## config.mk

```make
export PLATFORM = sky130hd
export DESIGN_NAME = trace_frame_buffer_flat
export DESIGN_NICKNAME = d
export VERILOG_FILES = /design/src/rtl/trace_pkg.sv /design/src/rtl/trace_frame_buffer_if.sv /design/src/rtl/pulse_sync.sv /design/src/rtl/trace_frame_buffer.sv /design/src/flat_wrapper.sv
export SDC_FILE = /design/constraint.sdc
export NUM_CORES = 1
export LEC_CHECK = 0
export BUFFER_PORTS_ARGS = -buffer_cell sky130_fd_sc_hd__buf_2
export CAP_MARGIN = 40
export CORE_MARGIN = 2
export CORE_UTILIZATION = 40
export CTS_BUF_LIST = sky130_fd_sc_hd__clkbuf_16
export CTS_CLUSTER_DIAMETER = 200
export CTS_CLUSTER_SIZE = 28
export DETAILED_ROUTE_END_ITERATION = 10
export SETUP_SLACK_MARGIN = 0.3
export SLEW_MARGIN = 5
export SYNTH_ARGS = -nofsm -noshare
export SYNTH_HDL_FRONTEND = slang
export SYNTH_SLANG_ARGS = --single-unit
```

## constraint.sdc

```tcl
create_clock -name clk -period 2.8 [get_ports clk]
set_input_delay 0.56 -clock clk [delete_from_list [all_inputs] [get_ports clk]]
set_output_delay 0.56 -clock clk [all_outputs]
set_load 0.01 [all_outputs]
```

## src/rtl/trace_pkg.sv

```systemverilog
// Shared trace definitions: word width, buffer geometry defaults and the frame-header
// bit layout agreed with the SPI slave.
package trace_pkg;

  localparam int TRACE_WORD_W         = 16;
  localparam int FRAME_WORDS_DEFAULT  = 8;
  localparam int DEPTH_FRAMES_DEFAULT = 4;

  typedef logic [TRACE_WORD_W-1:0] trace_word_t;

  // Frame header layout as seen by the SPI slave
  localparam int HDR_VALID_BIT = 15;
  localparam int HDR_SYNC_BIT  = 14;
  localparam int HDR_WIDTH_MSB = 13;
  localparam int HDR_WIDTH_LSB = 8;

endpackage

```

## src/rtl/trace_frame_buffer_if.sv

```systemverilog
// Signal bundle between the trace assembler / SPI slave side and trace_frame_buffer.
// Optional statistics signals appear when TRACE_FRAME_BUFFER_STATS_EN is defined.
interface trace_frame_buffer_if
  import trace_pkg::*;
#(
    parameter int DEPTH_FRAMES = DEPTH_FRAMES_DEFAULT
);
    localparam int FH_W = $clog2(DEPTH_FRAMES) + 1;

    trace_word_t       traceWord;
    logic              traceValid;
    logic              sync;
    logic              tx_free;
    logic              rxFrameReset;
    trace_word_t       tx_word;
    logic              transmitIn;
    logic              overflow;
    logic [FH_W-1:0]   framesHeld;
`ifdef TRACE_FRAME_BUFFER_STATS_EN
    logic [15:0]       dropCount;
    logic [FH_W-1:0]   hwmFrames;
`endif

    modport master (
        output traceWord, traceValid, sync, tx_free, rxFrameReset,
        input  tx_word, transmitIn, overflow, framesHeld
`ifdef TRACE_FRAME_BUFFER_STATS_EN
        , input dropCount, hwmFrames
`endif
    );

    modport slave (
        input  traceWord, traceValid, sync, tx_free, rxFrameReset,
        output tx_word, transmitIn, overflow, framesHeld
`ifdef TRACE_FRAME_BUFFER_STATS_EN
        , output dropCount, hwmFrames
`endif
    );

endinterface

```

## src/rtl/pulse_sync.sv

```systemverilog
// Two-flop synchroniser for an asynchronous level, followed by a registered
// rising-edge detect: one clk-wide pulse three clocks after the level rises.
module pulse_sync (
    input  logic clk,
    input  logic rst,
    input  logic level,
    output logic pulse
);

    logic meta_p0;
    logic stable_p1;
    logic prev_p2;

    always_ff @(posedge clk or negedge rst) begin
        if (!rst) begin
            meta_p0   <= 1'b0;
            stable_p1 <= 1'b0;
            prev_p2   <= 1'b0;
            pulse     <= 1'b0;
        end else begin
            meta_p0   <= level;
            // stage boundary: synchronised level into edge detect
            stable_p1 <= meta_p0;
            prev_p2   <= stable_p1;
            pulse     <= stable_p1 & ~prev_p2;
        end
    end

endmodule

```

## src/rtl/trace_frame_buffer.sv

```systemverilog
// Frame-granular trace FIFO between the word assembler and the SPI slave link.
// Define TRACE_FRAME_BUFFER_STATS_EN to add dropCount / hwmFrames statistics.
module trace_frame_buffer
  import trace_pkg::*;
#(
    parameter int FRAME_WORDS  = FRAME_WORDS_DEFAULT,
    parameter int DEPTH_FRAMES = DEPTH_FRAMES_DEFAULT
) (
    input logic                 clk,
    input logic                 rst,
    trace_frame_buffer_if.slave bus
);

    localparam int ADDR_W = $clog2(FRAME_WORDS * DEPTH_FRAMES);
    localparam int IDX_W  = $clog2(FRAME_WORDS);
    localparam int FRM_W  = $clog2(DEPTH_FRAMES);
    localparam int FH_W   = FRM_W + 1;
    localparam logic [IDX_W-1:0] LAST_IDX = IDX_W'(FRAME_WORDS - 1);
    localparam logic [FH_W-1:0]  FULL     = FH_W'(DEPTH_FRAMES);

    function automatic logic [15:0] sat_inc16(input logic [15:0] v);
        return (v == 16'hFFFF) ? v : v + 16'd1;
    endfunction

    trace_word_t mem [FRAME_WORDS*DEPTH_FRAMES];

    logic [IDX_W-1:0] wr_idx, wr_idx_nx, rd_idx, rd_idx_nx;
    logic [FRM_W-1:0] wr_frame, wr_frame_nx, rd_frame, rd_frame_nx;
    logic [FH_W-1:0]  held, held_nx;
    logic             dropping, dropping_nx;
    logic             commit, release_f, drop_start, drop_now, mem_we;
    logic             free_pulse, rrst_pulse;
    logic             overflow_q, transmit_q;
    trace_word_t      tx_word_q;
    logic [ADDR_W-1:0] wr_addr, rd_addr_nx;

    pulse_sync u_free_sync (.clk(clk), .rst(rst), .level(bus.tx_free),      .pulse(free_pulse));
    pulse_sync u_rrst_sync (.clk(clk), .rst(rst), .level(bus.rxFrameReset), .pulse(rrst_pulse));

    always_comb begin
        wr_idx_nx   = wr_idx;
        wr_frame_nx = wr_frame;
        dropping_nx = dropping;
        commit      = 1'b0;
        drop_start  = 1'b0;
        drop_now    = 1'b0;
        mem_we      = 1'b0;
        rd_idx_nx   = rd_idx;
        rd_frame_nx = rd_frame;
        release_f   = 1'b0;
        held_nx     = held;

        // Full is judged only at frame start so a started frame always completes
        if (!bus.sync) begin
            wr_idx_nx   = '0;
            dropping_nx = 1'b0;
        end else if (bus.traceValid) begin
            drop_start = (wr_idx == '0) && (held == FULL);
            drop_now   = dropping || drop_start;
            mem_we     = !drop_now;
            if (wr_idx == LAST_IDX) begin
                wr_idx_nx   = '0;
                dropping_nx = 1'b0;
                if (!drop_now) begin
                    commit      = 1'b1;
                    wr_frame_nx = wr_frame + 1'b1;
                end
            end else begin
                wr_idx_nx   = wr_idx + 1'b1;
                dropping_nx = drop_now;
            end
        end

        if (rrst_pulse) begin
            rd_idx_nx = '0;
        end else if (free_pulse && (held != '0)) begin
            if (rd_idx == LAST_IDX) begin
                rd_idx_nx   = '0;
                rd_frame_nx = rd_frame + 1'b1;
                release_f   = 1'b1;
            end else begin
                rd_idx_nx = rd_idx + 1'b1;
            end
        end

        if (commit && !release_f)      held_nx = held + 1'b1;
        else if (!commit && release_f) held_nx = held - 1'b1;
    end

    assign wr_addr    = {wr_frame, wr_idx};
    assign rd_addr_nx = {rd_frame_nx, rd_idx_nx};

    always_ff @(posedge clk) begin
        if (mem_we) mem[wr_addr] <= bus.traceWord;
    end

    always_ff @(posedge clk or negedge rst) begin
        if (!rst) begin
            wr_idx     <= '0;
            wr_frame   <= '0;
            rd_idx     <= '0;
            rd_frame   <= '0;
            held       <= '0;
            dropping   <= 1'b0;
            overflow_q <= 1'b0;
            transmit_q <= 1'b0;
            tx_word_q  <= '0;
        end else begin
            wr_idx     <= wr_idx_nx;
            wr_frame   <= wr_frame_nx;
            rd_idx     <= rd_idx_nx;
            rd_frame   <= rd_frame_nx;
            held       <= held_nx;
            dropping   <= dropping_nx;
            transmit_q <= (held_nx != '0);
            if (drop_start) overflow_q <= 1'b1;
            // Empty buffer: keep presenting the last word
            if (held_nx != '0) tx_word_q <= mem[rd_addr_nx];
        end
    end

    assign bus.tx_word    = tx_word_q;
    assign bus.transmitIn = transmit_q;
    assign bus.overflow   = overflow_q;
    assign bus.framesHeld = held;

`ifdef TRACE_FRAME_BUFFER_STATS_EN
    logic [15:0]     drop_cnt;
    logic [FH_W-1:0] hwm;

    always_ff @(posedge clk or negedge rst) begin
        if (!rst) begin
            drop_cnt <= '0;
            hwm      <= '0;
        end else begin
            if (drop_start)    drop_cnt <= sat_inc16(drop_cnt);
            if (held_nx > hwm) hwm      <= held_nx;
        end
    end

    assign bus.dropCount = drop_cnt;
    assign bus.hwmFrames = hwm;
`endif

endmodule

```

## src/flat_wrapper.sv

```systemverilog
// flat-port wrapper written by rule: the top's interface ports become plain ports
module trace_frame_buffer_flat import trace_pkg::*;
#(
    parameter int FRAME_WORDS  = FRAME_WORDS_DEFAULT,
    parameter int DEPTH_FRAMES = DEPTH_FRAMES_DEFAULT
)
  (clk, rst, bus_traceWord, bus_traceValid, bus_sync, bus_tx_free, bus_rxFrameReset, bus_tx_word, bus_transmitIn, bus_overflow, bus_framesHeld);
  trace_frame_buffer_if #(.DEPTH_FRAMES(DEPTH_FRAMES)) bus_i ();
  input logic clk;
  input logic rst;
  input wire logic [$bits(bus_i.traceWord)-1:0] bus_traceWord;
  input wire logic [$bits(bus_i.traceValid)-1:0] bus_traceValid;
  input wire logic [$bits(bus_i.sync)-1:0] bus_sync;
  input wire logic [$bits(bus_i.tx_free)-1:0] bus_tx_free;
  input wire logic [$bits(bus_i.rxFrameReset)-1:0] bus_rxFrameReset;
  output wire logic [$bits(bus_i.tx_word)-1:0] bus_tx_word;
  output wire logic [$bits(bus_i.transmitIn)-1:0] bus_transmitIn;
  output wire logic [$bits(bus_i.overflow)-1:0] bus_overflow;
  output wire logic [$bits(bus_i.framesHeld)-1:0] bus_framesHeld;
  assign bus_i.traceWord = bus_traceWord;
  assign bus_i.traceValid = bus_traceValid;
  assign bus_i.sync = bus_sync;
  assign bus_i.tx_free = bus_tx_free;
  assign bus_i.rxFrameReset = bus_rxFrameReset;
  assign bus_tx_word = bus_i.tx_word;
  assign bus_transmitIn = bus_i.transmitIn;
  assign bus_overflow = bus_i.overflow;
  assign bus_framesHeld = bus_i.framesHeld;
  trace_frame_buffer #(.FRAME_WORDS(FRAME_WORDS), .DEPTH_FRAMES(DEPTH_FRAMES)) u_core (.clk(clk), .rst(rst), .bus(bus_i));
endmodule
```

After elaboration in Yosys (flattened, before gate mapping)
Memories as Yosys holds them, arrays and structs flattened. A register that Yosys moved wholly into a read port is not among the register bits.
Cells that the tools add are included.
Storage, ports and cells
  memories: 1
  memory bits (writable): 512
  bits in registers: 24
  input bits: 22
  output and inout port bits: 21
Operators by class
  multiplexer cells: 27
  equality and inequality tests: 4
  bitwise gates (word level): 5
  reductions and logical operators: 13
  add/sub/neg operators: 6
Memory list
  u_core.mem: words 32, bits a word 16, rd ports 1, clocked after Yosys merged registers in 1, wr ports 1, RTL line trace_frame_buffer.sv:25  | trace_word_t mem [FRAME_WORDS*DEPTH_FRAMES];
Operators by type and width (number)
  $mux W3: 8
  $mux W1: 16
  $add A3 B1 Y3 const B: 3
  $eq A3 B3 Y1 const B: 3
  $mux W2: 3
  $reduce_bool A3 Y1: 2
  $add A2 B1 Y2 const B: 2
  $logic_and A1 B1 Y1: 4
  $logic_not A1 Y1: 4
  $reduce_and A4 Y1: 1
  $logic_not A3 Y1: 1
  $not A1 Y1: 3
  $sub A3 B1 Y3 const B: 1
  $and A1 B1 Y1: 2
  $ne A2 B2 Y1 const B: 1
  $logic_or A1 B1 Y1: 1

Longest topological paths before layout
Gate-level depths: netlist of the first run.
  depth after elaboration: 12
  mapped depth: 13
  gate-level depth less buffers: 10

Hierarchy
From an unflattened synthesis of the first run, not the netlist that was laid out.
Second synthesis, totals
  cells, all modules: 1330
  area total of the unflattened synthesis: 22127.5 µm²
Modules (own cells, without submodules)
  trace_frame_buffer: instances 1, area each 21899.8 µm², cells each 1320
  pulse_sync: instances 2, area each 113.9 µm², cells each 5

Worst setup path after synthesis of the first run
OpenSTA, ideal clock, no wires.
  path type: flip-flop to flip-flop
  start point: register u_core.held[0], in the netlist u_core.bus.framesHeld[0]
  end point: register u_core.tx_word_q[0], in the netlist u_core.bus.tx_word[0], read port of u_core.mem
  cell stages (with the launch flop): 14
  path buffers: 3
  library setup time: 133 ps
  slack: 14 ps
  period minus slack after synthesis: 2786 ps
  required time: 2667 ps
  arrival time: 2654 ps
  cells stage by stage: dfrtp_1 > inv_1 > ha_1 > nor2b_1 > buf_2 > or3_1 > buf_2 > xnor2_1 > or3_4 > a21oi_4 > inv_4 > buf_2 > nor2_1 > o22ai_1
On the way
  longest elaborated chain between the ends: 12
  elaborated cells on any way between the ends: 24
Ends and longest elaborated chain
  start: declaration: RTL line trace_frame_buffer.sv:29  | logic [FH_W-1:0] held, held_nx;
  start signal: assignment: RTL line trace_frame_buffer.sv:113  | held <= held_nx;
  $eq A3 B3 Y1: RTL line trace_frame_buffer.sv:58  | drop_start = (wr_idx == '0) && (held == FULL);
  $logic_and A1 B1 Y1: RTL line trace_frame_buffer.sv:58
  $logic_or A1 B1 Y1: RTL line trace_frame_buffer.sv:59  | drop_now = dropping || drop_start;
  $mux W1: RTL line trace_frame_buffer.sv:64  | if (!drop_now) begin
  $mux W1: RTL line trace_frame_buffer.sv:61  | if (wr_idx == LAST_IDX) begin
  $mux W1: RTL line trace_frame_buffer.sv:57  | end else if (bus.traceValid) begin
  $mux W1: RTL line trace_frame_buffer.sv:54  | if (!bus.sync) begin
  $logic_not A1 Y1: RTL line trace_frame_buffer.sv:87  | else if (!commit && release_f) held_nx = held - 1'b1;
  $logic_and A1 B1 Y1: RTL line trace_frame_buffer.sv:87
  $mux W3: RTL line trace_frame_buffer.sv:87
  $mux W3: RTL line trace_frame_buffer.sv:86  | if (commit && !release_f) held_nx = held + 1'b1;
  $reduce_bool A3 Y1: RTL line trace_frame_buffer.sv:118  | if (held_nx != '0) tx_word_q <= mem[rd_addr_nx];
  end: declaration: RTL line trace_frame_buffer.sv:34  | trace_word_t tx_word_q;
Several ways; a longest one is shown, not always the timed one.
A chain may end at the register's enable or synchronous reset.

Worst setup path after layout of the first run
  start point: register u_core.held[1], in the netlist u_core.bus.framesHeld[1]
  end point: register u_core.tx_word_q[12], in the netlist u_core.bus.tx_word[12], read port of u_core.mem
The elaborated chain is that of the path after synthesis.

==> results of run 1 <==
[final timing paths]
path / startpoint / to / slack [ps]
worst max-delay path: u_core.bus.framesHeld[1]$_DFF_PN0_ / u_core.bus.tx_word[12]$_DFFE_PN0P_ / 30
worst min-delay path: bus_rxFrameReset / u_core.u_rrst_sync.meta_p0$_DFF_PN0_ / 80
worst max register to register: u_core.bus.framesHeld[1]$_DFF_PN0_ / u_core.bus.tx_word[12]$_DFFE_PN0P_ / 30
worst min register to register: u_core.u_rrst_sync.meta_p0$_DFF_PN0_ / u_core.u_rrst_sync.stable_p1$_DFF_PN0_ / 360
max in group asynchronous: rst / u_core.bus.tx_word[2]$_DFFE_PN0P_ / 1790
min in group asynchronous: rst / u_core.wr_idx[1]$_DFFE_PN0P_ / 480
[flip-flops by register name, summed over array words and instances (netlist names)]
register / flops
u_core.wr_idx: 3
u_core.rd_idx: 3
u_core.u_free_sync.prev_p2: 1
u_core.bus.overflow: 1
u_core.u_rrst_sync.pulse: 1
u_core.u_free_sync.stable_p1: 1
u_core.mem: 512
u_core.u_rrst_sync.meta_p0: 1
u_core.wr_frame: 2
u_core.u_free_sync.pulse: 1
u_core.dropping: 1
u_core.bus.transmitIn: 1
u_core.u_free_sync.meta_p0: 1
u_core.bus.framesHeld: 3
u_core.u_rrst_sync.prev_p2: 1
u_core.u_rrst_sync.stable_p1: 1
u_core.bus.tx_word: 16
u_core.rd_frame: 2
[worst reg2reg max path: stages (launching register included)]
cell and delay, ps:
dfrtp_2 380, inv_2 50, ha_4 160, nor2b_4 130, buf_6 120, nor4_2 280, buf_4 170, a211oi_4 50
buf_12 150, buf_8 170, a211oi_4 320, nor4_4 120, a311oi_4 400, o22ai_1 140
[through the flow]
stage	cells	cell area (um2)	utilization	hold slack, ps	power, uW
5_1_grt	2453	27770	0.5050	60.28	16810
3_3_place_gp	2341	24880	0.4524	333.2	11610
2_1_floorplan	1488	22270	-	264.4	10400
3_5_place_dp	2342	24900	0.4528	337.2	11640
4_1_cts	2424	27120	0.4932	61.18	16100
6_report	2454	27770	0.5051	80.41	16330
[final cells by class]
| cell class | count | area [um2] | share of cell area |
|---|---|---|---|
| inverters | 13 | 63.81 | 0.002298 |
| multi-input cells | 815 | 6551 | 0.2359 |
| well taps | 748 | 935.9 | 0.03370 |
| flip-flops and latches | 552 | 16380 | 0.5898 |
| diodes | 1 | 2.502 | 0.00009011 |
| clock inverters | 19 | 81.33 | 0.002929 |
| repair buffers | 283 | 3181 | 0.1145 |
| clock buffers | 23 | 575.6 | 0.02073 |
[per-layer routing]
metal  track usage  part of all wire
met1        0.3291              0.43
met4       0.06591             0.021
met2        0.3438              0.47
met3       0.03930             0.083
met5             0                 0
[report_power, final]
part / internal (uW) / switching (uW) / leakage [uW] / total (uW)
clock: 1530 / 2470 / 0.000383 / 4000
combinational: 1380 / 1740 / 0.00407 / 3120
sequential: 9100 / 103 / 0.00507 / 9200
[Yosys cell counts, types with 2 or more instances]
library cell  number
and4b_1            2
clkbuf_1          65
nor3_1             5
inv_2              3
nor2_2             2
nand2b_1           8
edfxtp_1         512
xnor2_1            5
a21oi_1           35
a21oi_4            2
a211oi_1         169
buf_1              4
o2111ai_1          3
a221oi_1           3
o21bai_1           4
a31o_2            12
nor4_1            40
nor2b_1            6
o21ai_0           17
o22ai_1           13
nand3_1           19
o41ai_1            3
a31oi_1            9
mux2i_1           39
and3_1           168
nand3b_1          12
a311oi_1          12
inv_1              9
buf_2             38
a22oi_1            3
a32oi_1           21
nor2_1            54
dfrtp_1           40
ha_1              14
and2_1             2
nand2_1          117
[what timing repair did]
action / CTS / global route
endpoints found under the hold margin: 20 / 0
resized for setup: 174 / 66
setup buffers: 31 / 23
setup endpoints to repair: 226 / 66
pin swaps: 55 / 45
hold buffers: 1 / 0
gates cloned: 8 / 6
[cell usage in the layout, fill, tap and decap left out, types with 4 or more instances in the layout]
cell and n:
nor2_4 7, buf_12 54, o22ai_1 12, inv_2 4, nor3_2 4, nand3b_1 12, buf_4 138, buf_6 26
a211oi_2 33, nor4_1 20, nor4_2 9, and3_1 166, o21bai_1 4, mux2i_4 4, mux2i_1 33, a311oi_4 12
buf_8 5, buf_16 8, nor2_2 22, nand2_1 116, a31oi_1 8, buf_2 42, xnor2_1 4, clkbuf_16 28
a211oi_4 20, nand2b_1 6, ha_1 10, dfrtp_1 37, a31o_2 11, a32oi_1 20, a211oi_1 117, inv_1 24
nand3_1 18, nor4_4 11, edfxtp_1 512, nor2_1 27, a21oi_1 35, bufbuf_16 4, o21ai_0 16
[cell families after synthesis]
kind of cell	share of synthesized area
DFF	0.7386
and+or+nand+nor	0.1058
AOI/OAI and AO/OA	0.1033
buffers and inverters	0.02308
muxes	0.01862
adders and majority gates	0.007900
xor gates and xnor gates	0.002709
==> results.md, run 1 <==
- Run status: finished clean
- Clock skew: 24.13 ps
- Post-synth EDFFs: 512
- Max-Cap Viols: 0
- Primary FF master, synth: edfxtp_1
- Via count: 14341
- Pins Over Slew Limit: 0
- Iteration-0 DRC count of the detailed router: 1691
- Largest net degree at the start of global routing: 70
- Synth area leaders: edfxtp_1 69%, a211oi_1 5.7%, and3_1 4.7%
- CTS buffer count: 23
- DRT Wirelength: 65940 um
- Register bit count reported by yosys: 552
- Top cell type's share of synthesized area: 0.6934
- Syn_area_per_cell: 14.90 um2
- Area Growth Syn to Fin: 25.25%
- Drt drc: 0
- Worst path bufs/invs: 5
- Worst slew pin tran: 865.9 ps
- Hold depth: 1
- Setup crit end kind: flop
- PnR worst setup slack: 31.13 ps
- Kind of critical path: flop to flop
- Synth unique cells: 54
- Synth Cell Area: 22170 um2
- Core Rows: 86
- Share of cells above drive strength 1: 0.2880
- Post-synthesis sequential area ratio: 0.7386
- H-tree Lvls: 1
- Most used cell, CP: a211oi_4
- CP Depth: 13
- Syn_nets: 1524
- CP arrival: 3240 ps
- Root Buffer: clkbuf_16
- Cell Chain, Critical Path: inv_2 -> ha_4 -> nor2b_4 -> buf_6 -> nor4_2 -> buf_4 -> a211oi_4 -> buf_12 -> buf_8 -> a211oi_4 -> nor4_4 -> a311oi_4 -> o22ai_1
- Leakage: 0.009520 uW
- IR drop worst, VDD: 0.4331 mV
- Grt total ovfl: 0
- Fmax: 0.3612 GHz
- Die W: 239.4 um
- Setup TNS: 0 ps
- CP Max Fanout: 13
- Crit-path slowest cell: a311oi_4
- Deepest clock path buffer count: 3
- Leading area contributor after synthesis: edfxtp_1
- Fillers: 4486
- Hold Crit Class: primary input to flop
- Core ar.: 54990 um2
- Crit-path leading delay family: compound AO/OA/AOI/OAI gates
- Yosys warns: 0
- Post-DR vias/cell: 5.844
- DIE AREA: 57330 um2
- Initial Utilization: 0.4032
- Final setup violation count: 0
- Global-route wire length before repair: 93980 um
- Port Buffer Count: 42
- Worst R2R Path Depth: 13
- Clock period minus worst slack: 2769 ps
- Clock Pin Slew Worst Setup and Hold Paths: 110 ps
- Clock latency at the later pin of the worst-skew pair: 590 ps
- Clock sink count: 552
- Unrepaired setup endpoints after global routing: true
- Slew headroom: 0.4227
- TritonCTS clock tree: built
- Final Hold Viols: 0
- Post-Syn Instances: 1488
- Vias in the first global route: 13861
- Req. time, crit path: 3270 ps
- Dpl ws: -574.7 ps
- Max incr delay on CP: 390 ps
- Initial antenna violation count: 0
- Final net count: 1724
- GRT Resource Usage Total: 0.2247
- Die Y: 239.4 um
- CP Launch Type: flop
- Placer Congestion: 0.8250
- Crit share post-route: 0.9889
- Detail Route Antenna Nets: 0
- Power per cell area: 587.9 nW/um2
- Dpl hpwl: 38470 um
- Asr flop ratio synth: 0.07246
- DR WL/cell: 26.87 um
- Io pins: 43
- TritonRoute pass-1 iters: 5
Power figures use the tool's default switching activity.
==> run 2, diff against run 1 <==
- CTS_BUF_LIST: sky130_fd_sc_hd__clkbuf_16 -> unset
==> run 2 against run 1 <==
Net effect: clock skew increased by 1.1 ps; die area unchanged; combinational power up 3%; global-route usage about the same; wire length is 1.4% higher; final cell count up 0.41%; sequential power is essentially flat; via count up 0.96%; maximum frequency decreased by 0.53%; hold slack got worse by 1.7 ps; count of clock-buffer cells in the layout increased by 17; critical endpoint is now u_core.bus.tx_word[9]$_DFFE_PN0P_.
==> results.md, run 2 (synthesis results as in run 1) <==
- Gr busiest metal: met2
- GRT Resource Usage Total: 0.2246 (about the same)
- Final net count: 1733 (+0.52%)
- Grt total ovfl: 0 (unchanged)
- Clock period minus worst slack: 2784 ps (+14.86 ps)
- DP Area: 24900 um2 (unchanged)
- Port Buffer Count: 42 (unchanged)
- DRT Wirelength: 66870 um (+1.4%)
- HP Start: bus_rxFrameReset
- Deepest clock path buffer count: 3 (unchanged)
- Worst path bufs/invs: 5 (unchanged)
- Io pins: 43 (unchanged)
- Post-DR vias/cell: 5.876 (+0.55%)
- M1 GR Usage: 0.3280 (-0.001158)
- Clock latency at the later pin of the worst-skew pair: 590 ps (about the same)
- Cell Chain, Critical Path: inv_2 -> ha_4 -> nor2b_4 -> buf_6 -> buf_6 -> o21ai_4 -> buf_12 -> clkbuf_16 -> and3_1 -> a211oi_1 -> o41ai_2 -> o2111ai_2 -> a32oi_1
- Via count: 14479 (+0.96%)
- Core ar.: 54990 um2 (unchanged)
- Worst Hold Endpoint: u_core.u_rrst_sync.meta_p0$_DFF_PN0_
- Die W: 239.4 um (unchanged)
- Kind of critical path: flop to flop
- Max-Cap Viols: 0 (unchanged)
- H-tree Lvls: 1 (unchanged)
- Pins Over Slew Limit: 0 (unchanged)
- Initial Utilization: 0.4032 (unchanged)
- Hold depth: 1 (unchanged)
- IR drop worst, VDD: 0.4311 mV (-0.45%)
- CP Launch Point: u_core.bus.framesHeld[0]$_DFF_PN0_
- Fmax: 0.3592 GHz (-0.53%)
- Commonest non-fill, non-tap cell in the layout: edfxtp_1
- Die Y: 239.4 um (unchanged)
- Finished layout cell area: 28060 um2 (+1.0%)
- DR WL/cell: 27.14 um (+1.0%)
- Slew headroom: 0.4173 (-0.005366)
- Hold Crit Class: primary input to flop
- Max incr delay on CP: 460 ps (+70 ps)
- DIE AREA: 57330 um2 (unchanged)
- Most frequent cells in the layout: 512 x edfxtp_1, 164 x and3_1, 139 x buf_4
- TritonRoute pass-1 iters: 7 (+2)
- CTS buffer count: 23 (unchanged)
- Global-route wire length before repair: 93930 um (about the same)
- Crit share post-route: 0.9942 (+0.005307)
- Clock sink count: 552 (unchanged)
- Crit-path slowest cell: o41ai_2
- CP arrival: 3290 ps (+50 ps)
- Unrepaired setup endpoints after global routing: true
- R2R Path End: u_core.bus.tx_word[9]$_DFFE_PN0P_
- Crit-path leading delay family: compound AO/OA/AOI/OAI gates
- Largest net degree at the start of global routing: 70 (unchanged)
- Clock Pin Slew Worst Setup and Hold Paths: 110 ps (about the same)
- Setup crit end kind: flop
- Final Hold Viols: 0 (unchanged)
- Req. time, crit path: 3310 ps (+40 ps)
- Most used cell, CP: buf_6
- Initial antenna violation count: 0 (unchanged)
- Area Growth Syn to Fin: 26.56%
- Final setup violation count: 0 (unchanged)
- Vias in the first global route: 13878 (+0.12%)
- Dpl hpwl: 38470 um (unchanged)
- Core Rows: 86 (unchanged)
- Max reg flops: 512 (unchanged)
- Power per cell area: 586.5 nW/um2 (-0.24%)
- TritonCTS clock tree: built
- PnR worst setup slack: 16.27 ps (-14.86 ps)
- Fillers: 4450 (-0.80%)
- Root Buffer: clkbuf_16
- Critical register-to-register path startpoint: u_core.bus.framesHeld[0]$_DFF_PN0_
- Worst slew pin tran: 874.0 ps (+8.049 ps)
- Share of cells above drive strength 1: 0.2958 (+0.007823)
- Iteration-0 DRC count of the detailed router: 1616 (-4.4%)
- Clock skew: 25.25 ps (+1.115 ps)
- Biggest register: u_core.mem
- CP Launch Type: flop
- Leakage: 0.009578 uW (+0.61%)
- M2 GR Usage: 0.3397 (-0.004140)
- Run status: finished clean
- GRT met3 Usage: 0.04160 (+0.002305)
- Dpl ws: -574.7 ps (unchanged)
- Worst R2R Path Depth: 13 (unchanged)
- R2R Setup Slk: 20 ps (about the same)
- Placer Congestion: 0.8250 (unchanged)
- Drt drc: 0 (unchanged)
- CP Max Fanout: 9 (-4)
- Detail Route Antenna Nets: 0 (unchanged)
[run 2: worst register-to-register path: stages (launching register included)]
cell	delay [ps]
dfrtp_2	380
inv_2	60
ha_4	160
nor2b_4	130
buf_6	130
buf_6	110
o21ai_4	200
buf_12	230
clkbuf_16	190
and3_1	160
a211oi_1	50
o41ai_2	460
o2111ai_2	240
a32oi_1	200
[run 2: routing by layer]
layer	vias to the layer above	wire length, um
met5	-	0
met4	0	2146
met3	97	5873
met2	652	30220
met1	7452	28630
li1	6278	-
[run 2: how the worst max path moves through the flow]
stage                                    endpoint  slack (ps)  cells after the start
2_1_floorplan   u_core.bus.tx_word[0]$_DFFE_PN0P_         190                     13
3_3_place_gp   u_core.bus.tx_word[12]$_DFFE_PN0P_        -600                     13
3_5_place_dp   u_core.bus.tx_word[12]$_DFFE_PN0P_        -570                     13
4_1_cts         u_core.bus.tx_word[0]$_DFFE_PN0P_          30                     12
5_1_grt        u_core.bus.tx_word[11]$_DFFE_PN0P_         -60                     14
6_report        u_core.bus.tx_word[9]$_DFFE_PN0P_          20                     13
[run 2: final cells by class]
class                   count  area [um2]  area share
multi-input cells         815        6619      0.2359
flip-flops and latches    552       16380      0.5837
inverters                  13       63.81    0.002274
well taps                 748       935.9     0.03335
clock buffers              40       639.4     0.02278
repair buffers            292        3402      0.1212
diodes                      2       5.005   0.0001784
clock inverters             2       17.52   0.0006242
[run 2: report_power, final]
part | switching [uW] | internal, uW | leakage, uW
registers | 108 | 9100 | 0.00507
logic | 1770 | 1420 | 0.00419
clock network | 2460 | 1590 | 0.000313
[run 2: through the flow]
stage	cells	TNS (ps)	hold slack (ps)	total power [uW]	util
2_1_floorplan	1488	0	264.4	10400	-
3_3_place_gp	2341	-5710	333.2	11610	0.4524
3_5_place_dp	2342	-6043	337.2	11640	0.4528
4_1_cts	2424	0	61.18	16160	0.4932
5_1_grt	2462	-429.4	60.35	16940	0.5102
6_report	2464	0	78.69	16460	0.5103
[run 2: repair_timing]
| item | in CTS | in global routing |
|---|---|---|
| gates resized for setup | 174 | 83 |
| hold endpoints to repair | 20 | 0 |
| setup endpoints to repair | 221 | 66 |
| cloned | 8 | 10 |
| hold buffers | 1 | 0 |
| pin swaps | 55 | 50 |
| buffers inserted | 31 | 28 |
